--- config.mk ---
export PLATFORM = sky130hd
export DESIGN_NAME = fetch_pc_ctrl_flat
export DESIGN_NICKNAME = d
export VERILOG_FILES = /design/src/rtl/fetch_pc_ctrl_pkg.sv /design/src/rtl/fetch_pc_ctrl_if.sv /design/src/rtl/fetch_pc_ctrl_prio.sv /design/src/rtl/fetch_pc_ctrl.sv /design/src/flat_wrapper.sv
export SDC_FILE = /design/constraint.sdc
export NUM_CORES = 1
export LEC_CHECK = 0
export CAP_MARGIN = 20
export CORE_MARGIN = 4
export CORE_UTILIZATION = 43
export DETAILED_ROUTE_END_ITERATION = 7
export GPL_TIMING_DRIVEN = 0
export MAX_ROUTING_LAYER = met4
export PLACE_DENSITY = 0.88
export SETUP_SLACK_MARGIN = 0.3
export SYNTH_ARGS = -nofsm -noshare
export SYNTH_HDL_FRONTEND = slang
export SYNTH_HIERARCHICAL = 1
export SYNTH_SLANG_ARGS = --single-unit
--- constraint.sdc ---
create_clock -name clk -period 5 [get_ports clk]
set_input_delay 0.5 -clock clk [delete_from_list [all_inputs] [get_ports clk]]
set_output_delay 0.5 -clock clk [all_outputs]
set_load 0.03 [all_outputs]
--- src/rtl/fetch_pc_ctrl_pkg.sv ---
// fetch_pkg: shared encodings for the fetch PC-source controller.
//   - pc_place codes (PC source select for the fetch stage)
//   - pc_select codes (PC increment amount)
//   - controller state enum
//   - grant one-hot bit positions from the RUN-state priority encoder
//   - helper mapping an exception code to its vector slot
package fetch_pkg;

  localparam logic [3:0] PLACE_SEQ  = 4'b0000;
  localparam logic [3:0] PLACE_ZERO = 4'b0001;
  localparam logic [3:0] PLACE_V2   = 4'b0010;
  localparam logic [3:0] PLACE_V4   = 4'b0011;
  localparam logic [3:0] PLACE_V6   = 4'b0100;
  localparam logic [3:0] PLACE_IVT  = 4'b0101;
  localparam logic [3:0] PLACE_RET  = 4'b0110;
  localparam logic [3:0] PLACE_CALL = 4'b0111;
  localparam logic [3:0] PLACE_LOAD = 4'b1000;

  localparam logic [1:0] SEL_HOLD = 2'b00;
  localparam logic [1:0] SEL_INC1 = 2'b01;
  localparam logic [1:0] SEL_INC2 = 2'b10;

  typedef enum logic [2:0] {
    ST_BOOT_PTR  = 3'd0,
    ST_BOOT_LOAD = 3'd1,
    ST_RUN       = 3'd2,
    ST_VEC_PTR   = 3'd3,
    ST_VEC_LOAD  = 3'd4
  } state_e;

  localparam int unsigned GNT_W   = 6;
  localparam int unsigned G_EXC   = 0;
  localparam int unsigned G_RET   = 1;
  localparam int unsigned G_CALL  = 2;
  localparam int unsigned G_STALL = 3;
  localparam int unsigned G_INT   = 4;
  localparam int unsigned G_SEQ   = 5;

  // Codes 2 and 3 share the addr-6 vector.
  function automatic logic [3:0] exc_place(input logic [1:0] code);
    case (code)
      2'd0:    return PLACE_V2;
      2'd1:    return PLACE_V4;
      default: return PLACE_V6;
    endcase
  endfunction

endpackage

--- src/rtl/fetch_pc_ctrl_if.sv ---
// fetch_pc_ctrl_if: request/handshake bundle between the hazard/decode/CU
// request sources, the fetch stage and the PC-source controller.
//   Requests  : stall, is_32bit, ret_taken, call_taken, exc_req, exc_code,
//               int_req, int_en, int_index
//   Responses : exc_ack, int_ack, pc_place, pc_select, index, busy
//   master    : controller side (consumes requests, drives responses)
//   slave     : requester/fetch side (drives requests, consumes responses)
interface fetch_pc_ctrl_if #(
  parameter int unsigned IDX_W = 3
) ();

  logic             stall;
  logic             is_32bit;
  logic             ret_taken;
  logic             call_taken;
  logic             exc_req;
  logic [1:0]       exc_code;
  logic             exc_ack;
  logic             int_req;
  logic             int_en;
  logic [IDX_W-1:0] int_index;
  logic             int_ack;
  logic [3:0]       pc_place;
  logic [1:0]       pc_select;
  logic [IDX_W-1:0] index;
  logic             busy;

  modport master (
    input  stall, is_32bit, ret_taken, call_taken,
    input  exc_req, exc_code, int_req, int_en, int_index,
    output exc_ack, int_ack, pc_place, pc_select, index, busy
  );

  modport slave (
    output stall, is_32bit, ret_taken, call_taken,
    output exc_req, exc_code, int_req, int_en, int_index,
    input  exc_ack, int_ack, pc_place, pc_select, index, busy
  );

endinterface

--- src/rtl/fetch_pc_ctrl_prio.sv ---
// fetch_pc_prio: combinational RUN-state priority encoder.
//   Inputs : exc_req_i/exc_code_i, ret_i, call_i, stall_i,
//            int_ok_i (pending interrupt and enabled), is_32bit_i
//   Outputs: place_o (pc_place code), select_o (pc_select code),
//            grant_o (one-hot winner, bit positions G_* in fetch_pkg)
// Priority, highest first: exception, return, call, stall, interrupt, sequential.
module fetch_pc_prio
  import fetch_pkg::*;
(
  input  logic             exc_req_i,
  input  logic [1:0]       exc_code_i,
  input  logic             ret_i,
  input  logic             call_i,
  input  logic             stall_i,
  input  logic             int_ok_i,
  input  logic             is_32bit_i,
  output logic [3:0]       place_o,
  output logic [1:0]       select_o,
  output logic [GNT_W-1:0] grant_o
);

  always_comb begin
    place_o  = PLACE_SEQ;
    select_o = SEL_HOLD;
    grant_o  = '0;
    if (exc_req_i) begin
      place_o        = exc_place(exc_code_i);
      grant_o[G_EXC] = 1'b1;
    end else if (ret_i) begin
      place_o        = PLACE_RET;
      grant_o[G_RET] = 1'b1;
    end else if (call_i) begin
      place_o         = PLACE_CALL;
      grant_o[G_CALL] = 1'b1;
    end else if (stall_i) begin
      place_o          = PLACE_SEQ;
      grant_o[G_STALL] = 1'b1;
    end else if (int_ok_i) begin
      place_o        = PLACE_IVT;
      grant_o[G_INT] = 1'b1;
    end else begin
      place_o        = PLACE_SEQ;
      select_o       = is_32bit_i ? SEL_INC2 : SEL_INC1;
      grant_o[G_SEQ] = 1'b1;
    end
  end

endmodule

--- src/rtl/fetch_pc_ctrl.sv ---
// fetch_pc_ctrl: sequencer driving the fetch stage PC-source controls.
//   clk      : system clock, rising edge
//   reset_n  : asynchronous active-low reset
//   bus      : fetch_pc_ctrl_if.master (requests in; pc_place, pc_select,
//              index, exc_ack, int_ack, busy out)
// Boot: BOOT_PTR (PC <- 0) then, if BOOT_INDIRECT, BOOT_LOAD (PC <- mem[0]).
// Exceptions vector via VEC_LOAD; interrupts via VEC_PTR then VEC_LOAD.
module fetch_pc_ctrl
  import fetch_pkg::*;
#(
  parameter int unsigned IDX_W         = 3,
  parameter bit          BOOT_INDIRECT = 1'b1
) (
  input  logic            clk,
  input  logic            reset_n,
  fetch_pc_ctrl_if.master bus
);

  state_e           state_q, state_d;
  logic             int_pend_q, int_pend_d;
  logic [IDX_W-1:0] idx_q, idx_d;

  logic [3:0]       run_place;
  logic [1:0]       run_select;
  logic [GNT_W-1:0] run_grant;
  logic             in_run;
  logic             exc_ack;
  logic             int_ack;

  fetch_pc_prio u_prio (
    .exc_req_i  (bus.exc_req),
    .exc_code_i (bus.exc_code),
    .ret_i      (bus.ret_taken),
    .call_i     (bus.call_taken),
    .stall_i    (bus.stall),
    .int_ok_i   (int_pend_q & bus.int_en),
    .is_32bit_i (bus.is_32bit),
    .place_o    (run_place),
    .select_o   (run_select),
    .grant_o    (run_grant)
  );

  // Grants only matter in RUN; everywhere else requests are ignored.
  assign in_run  = (state_q == ST_RUN);
  assign exc_ack = in_run & run_grant[G_EXC];
  assign int_ack = in_run & run_grant[G_INT];

  // State and pending-interrupt registers.
  always_ff @(posedge clk or negedge reset_n) begin
    if (!reset_n) begin
      state_q    <= ST_BOOT_PTR;
      int_pend_q <= 1'b0;
      idx_q      <= '0;
    end else begin
      state_q    <= state_d;
      int_pend_q <= int_pend_d;
      idx_q      <= idx_d;
    end
  end

  // Clearing on ack wins over a simultaneous new request.
  always_comb begin
    int_pend_d = int_ack ? 1'b0 : (int_pend_q | (bus.int_req & bus.int_en));
    idx_d      = int_ack ? bus.int_index : idx_q;
  end

  // Next-state logic.
  always_comb begin
    state_d = ST_BOOT_PTR;
    case (state_q)
      ST_BOOT_PTR:  state_d = BOOT_INDIRECT ? ST_BOOT_LOAD : ST_RUN;
      ST_BOOT_LOAD: state_d = ST_RUN;
      ST_RUN: begin
        if (exc_ack)      state_d = ST_VEC_LOAD;
        else if (int_ack) state_d = ST_VEC_PTR;
        else              state_d = ST_RUN;
      end
      ST_VEC_PTR:   state_d = ST_VEC_LOAD;
      ST_VEC_LOAD:  state_d = ST_RUN;
      default:      state_d = ST_BOOT_PTR;
    endcase
  end

  // Output logic.
  always_comb begin
    bus.pc_place  = PLACE_ZERO;
    bus.pc_select = SEL_HOLD;
    bus.index     = '0;
    bus.busy      = 1'b1;
    bus.exc_ack   = exc_ack;
    bus.int_ack   = int_ack;
    case (state_q)
      ST_BOOT_PTR:  bus.pc_place = PLACE_ZERO;
      ST_BOOT_LOAD: bus.pc_place = PLACE_LOAD;
      ST_RUN: begin
        bus.busy      = 1'b0;
        bus.pc_place  = run_place;
        bus.pc_select = run_select;
        if (int_ack) bus.index = bus.int_index;
      end
      ST_VEC_PTR: begin
        bus.pc_place = PLACE_IVT;
        bus.index    = idx_q;
      end
      ST_VEC_LOAD:  bus.pc_place = PLACE_LOAD;
      default:      bus.pc_place = PLACE_ZERO;
    endcase
  end

endmodule
--- src/flat_wrapper.sv ---
// flat-port wrapper written by rule: the top's interface ports become plain ports
module fetch_pc_ctrl_flat import fetch_pkg::*;
#(
  parameter int unsigned IDX_W         = 3,
  parameter bit          BOOT_INDIRECT = 1'b1
)
  (clk, reset_n, bus_stall, bus_is_32bit, bus_ret_taken, bus_call_taken, bus_exc_req, bus_exc_code, bus_int_req, bus_int_en, bus_int_index, bus_exc_ack, bus_int_ack, bus_pc_place, bus_pc_select, bus_index, bus_busy);
  fetch_pc_ctrl_if #(.IDX_W(IDX_W)) bus_i ();
  input  logic clk;
  input  logic reset_n;
  input wire logic [$bits(bus_i.stall)-1:0] bus_stall;
  input wire logic [$bits(bus_i.is_32bit)-1:0] bus_is_32bit;
  input wire logic [$bits(bus_i.ret_taken)-1:0] bus_ret_taken;
  input wire logic [$bits(bus_i.call_taken)-1:0] bus_call_taken;
  input wire logic [$bits(bus_i.exc_req)-1:0] bus_exc_req;
  input wire logic [$bits(bus_i.exc_code)-1:0] bus_exc_code;
  input wire logic [$bits(bus_i.int_req)-1:0] bus_int_req;
  input wire logic [$bits(bus_i.int_en)-1:0] bus_int_en;
  input wire logic [$bits(bus_i.int_index)-1:0] bus_int_index;
  output wire logic [$bits(bus_i.exc_ack)-1:0] bus_exc_ack;
  output wire logic [$bits(bus_i.int_ack)-1:0] bus_int_ack;
  output wire logic [$bits(bus_i.pc_place)-1:0] bus_pc_place;
  output wire logic [$bits(bus_i.pc_select)-1:0] bus_pc_select;
  output wire logic [$bits(bus_i.index)-1:0] bus_index;
  output wire logic [$bits(bus_i.busy)-1:0] bus_busy;
  assign bus_i.stall = bus_stall;
  assign bus_i.is_32bit = bus_is_32bit;
  assign bus_i.ret_taken = bus_ret_taken;
  assign bus_i.call_taken = bus_call_taken;
  assign bus_i.exc_req = bus_exc_req;
  assign bus_i.exc_code = bus_exc_code;
  assign bus_i.int_req = bus_int_req;
  assign bus_i.int_en = bus_int_en;
  assign bus_i.int_index = bus_int_index;
  assign bus_exc_ack = bus_i.exc_ack;
  assign bus_int_ack = bus_i.int_ack;
  assign bus_pc_place = bus_i.pc_place;
  assign bus_pc_select = bus_i.pc_select;
  assign bus_index = bus_i.index;
  assign bus_busy = bus_i.busy;
  fetch_pc_ctrl #(.IDX_W(IDX_W), .BOOT_INDIRECT(BOOT_INDIRECT)) u_core (.clk(clk), .reset_n(reset_n), .bus(bus_i));
endmodule
==> run metrics, run 1 <==
Fin Setup TNS 0 ns; Worst-path clk slew around 0.060 ns; DRC 0; hold_buf cts 0; Via density 5.217; Tot Pwr about 0.37 mW; worst path required time between 4 and 5 ns; Leak ~0.34 nW; initial core utilization about 48%; post-route ant nets 0; worst skew pair latency 0.26 ns; IO Pins 26; Buf/Inv on CP 3; share of cells above drive strength 1 about 15%; share of total power in combinational logic between 50% and 60%; crit path kind in -> out; clk buf depth 2; Setup crit start kind input pin; Horiz. Die Dim 44.07 um; routed len/inst around 13 um; Worst path most repeated cell clkdlybuf4s50_1; Die H between 40 and 50 um; Fin. Hold Viols 0; Critical Path Stages 6; std cell rows 12; HPWL after DPL ~1100 um; Slowest-stage cell, CP clkdlybuf4s50_1; initial antenna violation count 0; Final Skew 0.002424 ns; final setup fails 0; TritonRoute pass-1 iters 6; final period utilization between 60 and 70%; TritonCTS sink count 7; cells on worst reg2reg path 5; net switching share of the total power between 40 and 50%; minimum clock period 3.270 ns; CTS H-tree lvls 1; CP arrival between 2 and 3 ns; PwrDens between 400 and 500 nW/um^2; DRT iter0 DRCs 15; clock network power share between 10% and 20%; Layout Nets 107; vias in the first global route approximately 460; status complete, no violations; Syn Area/Cell between 8 and 9 um^2; grt total ovfl 0; peak per-stage delay on the critical path 0.68 ns; diode count 0; switching power between 0.15 and 0.2 mW; cts bufs inserted 3; crit end category output pin; postcts setup bufs 0; Final Max Slew Viols 0; WL final approximately 1400 um; Synth Net Count 77; via count approximately 550; Mapped Area around 560 um^2; most common cell after layout, fill and taps aside clkdlybuf4s50_1; crit-path leading delay family buffers and inverters; Int Pwr 0.2135 mW; RSZ-0062 raised after global routing false; count of buffers from port buffering 25; Hold Crit Class in -> async; Resized Gates After CTS 0; Final Wtd Congestion just over 0.7; Max Fanout on Critical Path 7; max cap viols 0; area growth from synthesis to layout 52.57%; Overall Global Routing Usage 15.60%; die footprint between 1500 and 2000 um^2; largest net degree at the start of global routing 11; f_max 305.8 MHz; Sequential Power Share approximately a quarter; YS warnings 6; critical path, cell by cell clkdlybuf4s50_1 -> nor3_1 -> and3_1 -> nor4bb_1 -> buf_4 -> clkdlybuf4s50_1; CTS tree done; Core ar. around 1200 um^2; peak supply drop just over 0.0003 V; commonest non-fill, non-tap cells in the layout clkdlybuf4s50_1, a21oi_1, dfrtp_1; first-pass GRT wire length roughly 2100 um; post-synthesis cell count 63; Root Driver clkbuf_4
[layer usage]
| layer | GRT usage, % | up-vias | wire (um) | share of wire [%] |
|---|---|---|---|---|
| met5 | - | - | 0 | 0 |
| met1 | 19.31 | 252 | 597 | 43 |
| met3 | 3.659 | 4 | 88 | 6.4 |
| li1 | - | 276 | - | - |
| met4 | 10.84 | 0 | 38 | 2.8 |
| met2 | 22.09 | 21 | 655 | 47 |
[area by class of cell]
cell class / count / area, um^2
buffer: 4 / 30.03
timing repair buffer: 25 / 250.2
tap: 14 / 17.52
sequential: 7 / 175.2
inverter: 2 / 7.507
fill: 91 / 317.8
clock buffer: 4 / 26.28
multi-input combinational: 50 / 346.6
[path summary, 6_finish.rpt]
kind,slack (ns),end,from
worst max-delay path,1.73,bus_int_ack,bus_exc_req
worst min-delay path,0.50,u_core/idx_q[1],reset_n
worst max register to register,3.24,u_core/idx_q[0],u_core/int_pend_q
worst min register to register,0.50,u_core/int_pend_q,u_core/int_pend_q
max in group asynchronous,4.26,u_core/idx_q[2],reset_n
min in group clk,0.50,u_core/int_pend_q,u_core/int_pend_q
[sequential cells by signal, summed over array words and instances, names as in the netlist]
register	flops
u_core/idx_q	3
u_core/state_q	3
u_core/int_pend_q	1
[power groups by stage]
stage / clock network, mW / logic (mW) / registers (mW)
final: 0.0551 / 0.220 / 0.0992
after global routing: 0.0598 / 0.234 / 0.103
after CTS: 0.0571 / 0.221 / 0.0994
after detailed placement: 0 / 0.220 / 0.0999
after global placement: 0 / 0.216 / 0.0988
after floorplan: 0 / 0.142 / 0.0934
[per-stage QoR]
step                      instances  hold WS (ns)  area, um^2  util (%)  worst slack, ns
after floorplan                  63        0.2044       559.3         -            2.867
after global placement          102        0.4728       827.0     70.62            1.745
after detailed placement        102        0.4933       827.0     70.62            1.745
after CTS                       106        0.5006       853.3     72.86            1.740
after global routing            106        0.5248       853.3     72.86            1.594
final                           106        0.4970       853.3     72.86            1.730
No activity file was read; power rests on OpenSTA's default activity.
==> run 2: changes to the inputs <==
--- a/config.mk
+++ b/config.mk
@@ -7,11 +7,11 @@
 export LEC_CHECK = 0
 export CAP_MARGIN = 20
 export CORE_MARGIN = 4
-export CORE_UTILIZATION = 43
+export CORE_UTILIZATION = 40
 export DETAILED_ROUTE_END_ITERATION = 7
 export GPL_TIMING_DRIVEN = 0
 export MAX_ROUTING_LAYER = met4
-export PLACE_DENSITY = 0.88
+export PLACE_DENSITY = 0.83
 export SETUP_SLACK_MARGIN = 0.3
 export SYNTH_ARGS = -nofsm -noshare
 export SYNTH_HDL_FRONTEND = slang
==> constraint.sdc (replaced) <==
create_clock -name clk -period 3.15 [get_ports clk]
set_input_delay 0.315 -clock clk [delete_from_list [all_inputs] [get_ports clk]]
set_output_delay 0.315 -clock clk [all_outputs]
set_load 0.03 [all_outputs]
==> run 2 against run 1 <==
  * Clock-buffer cell count did not move
  * Global-route usage rose by 0.30 points
  * Register-to-register slack got worse by 1.8 ns
  * Clock skew barely moved
  * Core utilization fell by 7.1 points
  * Sequential power rose by 61%
  * Power rose by 58%
  * Final area rose by 0.29%
  * Non-clock buffer count did not move
==> run metrics, run 2 (synthesis results as in run 1) <==
die footprint 2060 um^2 (was 1942 um^2); clk buf depth 2 (unchanged); most common cell after layout, fill and taps aside clkdlybuf4s50_1 (unchanged); crit path kind in -> out (unchanged); max cap viols 0 (unchanged); via count 571 (was 553); f_max between 300 and 400 MHz; TritonRoute pass-1 iters 4 (was 6); Max Fanout on Critical Path 7 (unchanged); PwrDens 692.6 nW/um^2 (was 438.9 nW/um^2); initial core utilization 42.98% (was 47.76%); HPWL after DPL 1145 um (was 1074 um); first-pass GRT wire length 2249 um (was 2104 um); Final Wtd Congestion 0.7064 (was 0.7130); WL final 1439 um (was 1380 um); Core Util, Final 65.77% (was 72.86%); Top Registers u_core/idx_q: 3 flops, u_core/state_q: 3 flops, u_core/int_pend_q: 1 flops (unchanged); Setup crit start kind input pin (unchanged); Root Driver clkbuf_4 (unchanged); commonest non-fill, non-tap cells in the layout clkdlybuf4s50_1, a21oi_1, dfrtp_1 (unchanged); final period utilization between 80 and 90%; Horiz. Die Dim 45.39 um (was 44.07 um); count of buffers from port buffering 25 (unchanged); Fin Setup TNS 0 ns (unchanged); cts bufs inserted 3 (unchanged); Leak 0.3549 nW (was 0.3437 nW); Die H 45.39 um (was 44.07 um); CP arrival 2.37 ns (was 2.77 ns); grt total ovfl 0 (unchanged); postcts setup bufs 0 (unchanged); Via density 5.336 (was 5.217); largest net degree at the start of global routing 11 (unchanged); final setup fails 0 (unchanged); Worst-path clk slew 0.06 ns (about the same); vias in the first global route 556 (was 464); share of cells above drive strength 1 15.22% (unchanged); CTS tree done (unchanged); Core ar. 1301 um^2 (was 1171 um^2); Final Max Slew Viols 0 (unchanged); initial antenna violation count 0 (unchanged); status complete, no violations (unchanged); Layout Nets 107 (unchanged); area growth from synthesis to layout 53.02% (was 52.57%); Overall Global Routing Usage 15.90% (was 15.60%); Hold Crit Class in -> async (unchanged); Placed Instances 103 (was 102); fill count 130 (was 91); DRT iter0 DRCs 12 (was 15); worst path required time 2.83 ns (was 4.50 ns); hold_buf cts 0 (unchanged); minimum clock period roughly 2.7 ns; post-route insts no fill 107 (was 106); CTS H-tree lvls 1 (unchanged); Final Skew 0.002507 ns (was 0.002424 ns); peak supply drop 0.0003382 V (was 0.0003077 V); post-route ant nets 0 (unchanged); std cell rows 13 (was 12); DRC 0 (unchanged); IO Pins 26 (unchanged); worst skew pair latency 0.26 ns (about the same); crit end category output pin (unchanged); routed len/inst 13.45 um (was 13.02 um); RSZ-0062 raised after global routing false (unchanged); Fin. Hold Viols 0 (unchanged); diode count 0 (unchanged); Resized Gates After CTS 1 (was 0); TritonCTS sink count 7 (unchanged)
## run 2: path summary, 6_finish.rpt
check,from,endpoint,slack (ns),depth (start not counted)
setup / recovery,bus_exc_req,bus_index[0],0.46,6
hold / removal,reset_n,u_core/idx_q[1],0.32,1
setup reg to reg,u_core/int_pend_q,u_core/idx_q[2],1.41,5
hold reg to reg,u_core/int_pend_q,u_core/int_pend_q,0.52,2
max in group asynchronous,reset_n,u_core/state_q[2],2.58,1
min in group clk,u_core/int_pend_q,u_core/int_pend_q,0.52,2
## run 2: stage by stage
step	hold slack [ns]	setup WS, ns	total power, mW	area (um^2)
finish	0.3168	0.4620	0.5928	855.8
global route	0.3284	0.3850	0.6315	855.8
CTS	0.3247	0.3427	0.6027	853.3
detailed placement	0.4951	0.2484	0.5095	828.3
global placement	0.4723	0.2673	0.5003	828.3
floorplan	0.01941	1.323	0.3729	559.3
## run 2: layout make-up
class / instances / area (um^2) / share of cell area, %
well taps: 15 / 18.77 / 2.193
repair buffers: 25 / 251.5 / 29.39
flip-flops and latches: 7 / 175.2 / 20.47
inverters: 2 / 7.507 / 0.8772
multi-input cells: 50 / 346.6 / 40.50
clock buffers: 4 / 26.28 / 3.070
plain buffers: 4 / 30.03 / 3.509
## run 2: worst max-delay path: stages
cell             delay [ns]
clkdlybuf4s50_1        0.53
nor3_1                 0.30
and3_1                 0.28
nand3b_1               0.10
a21oi_1                0.15
clkdlybuf4s50_1        0.68
## run 2: report_power, final
part | switching, mW | internal (mW) | total, mW
logic | 0.178 | 0.167 | 0.344
clock network | 0.0400 | 0.0488 | 0.0888
registers | 0.0382 | 0.121 | 0.160
## run 2: metal layers
layer  GRT usage, %  wire length, um  vias to the layer above
met5              -                0                        -
met4          8.772               25                        0
met3          5.138              108                        3
met2          25.35              703                       31
met1          17.23              601                      256
li1               -                -                      281
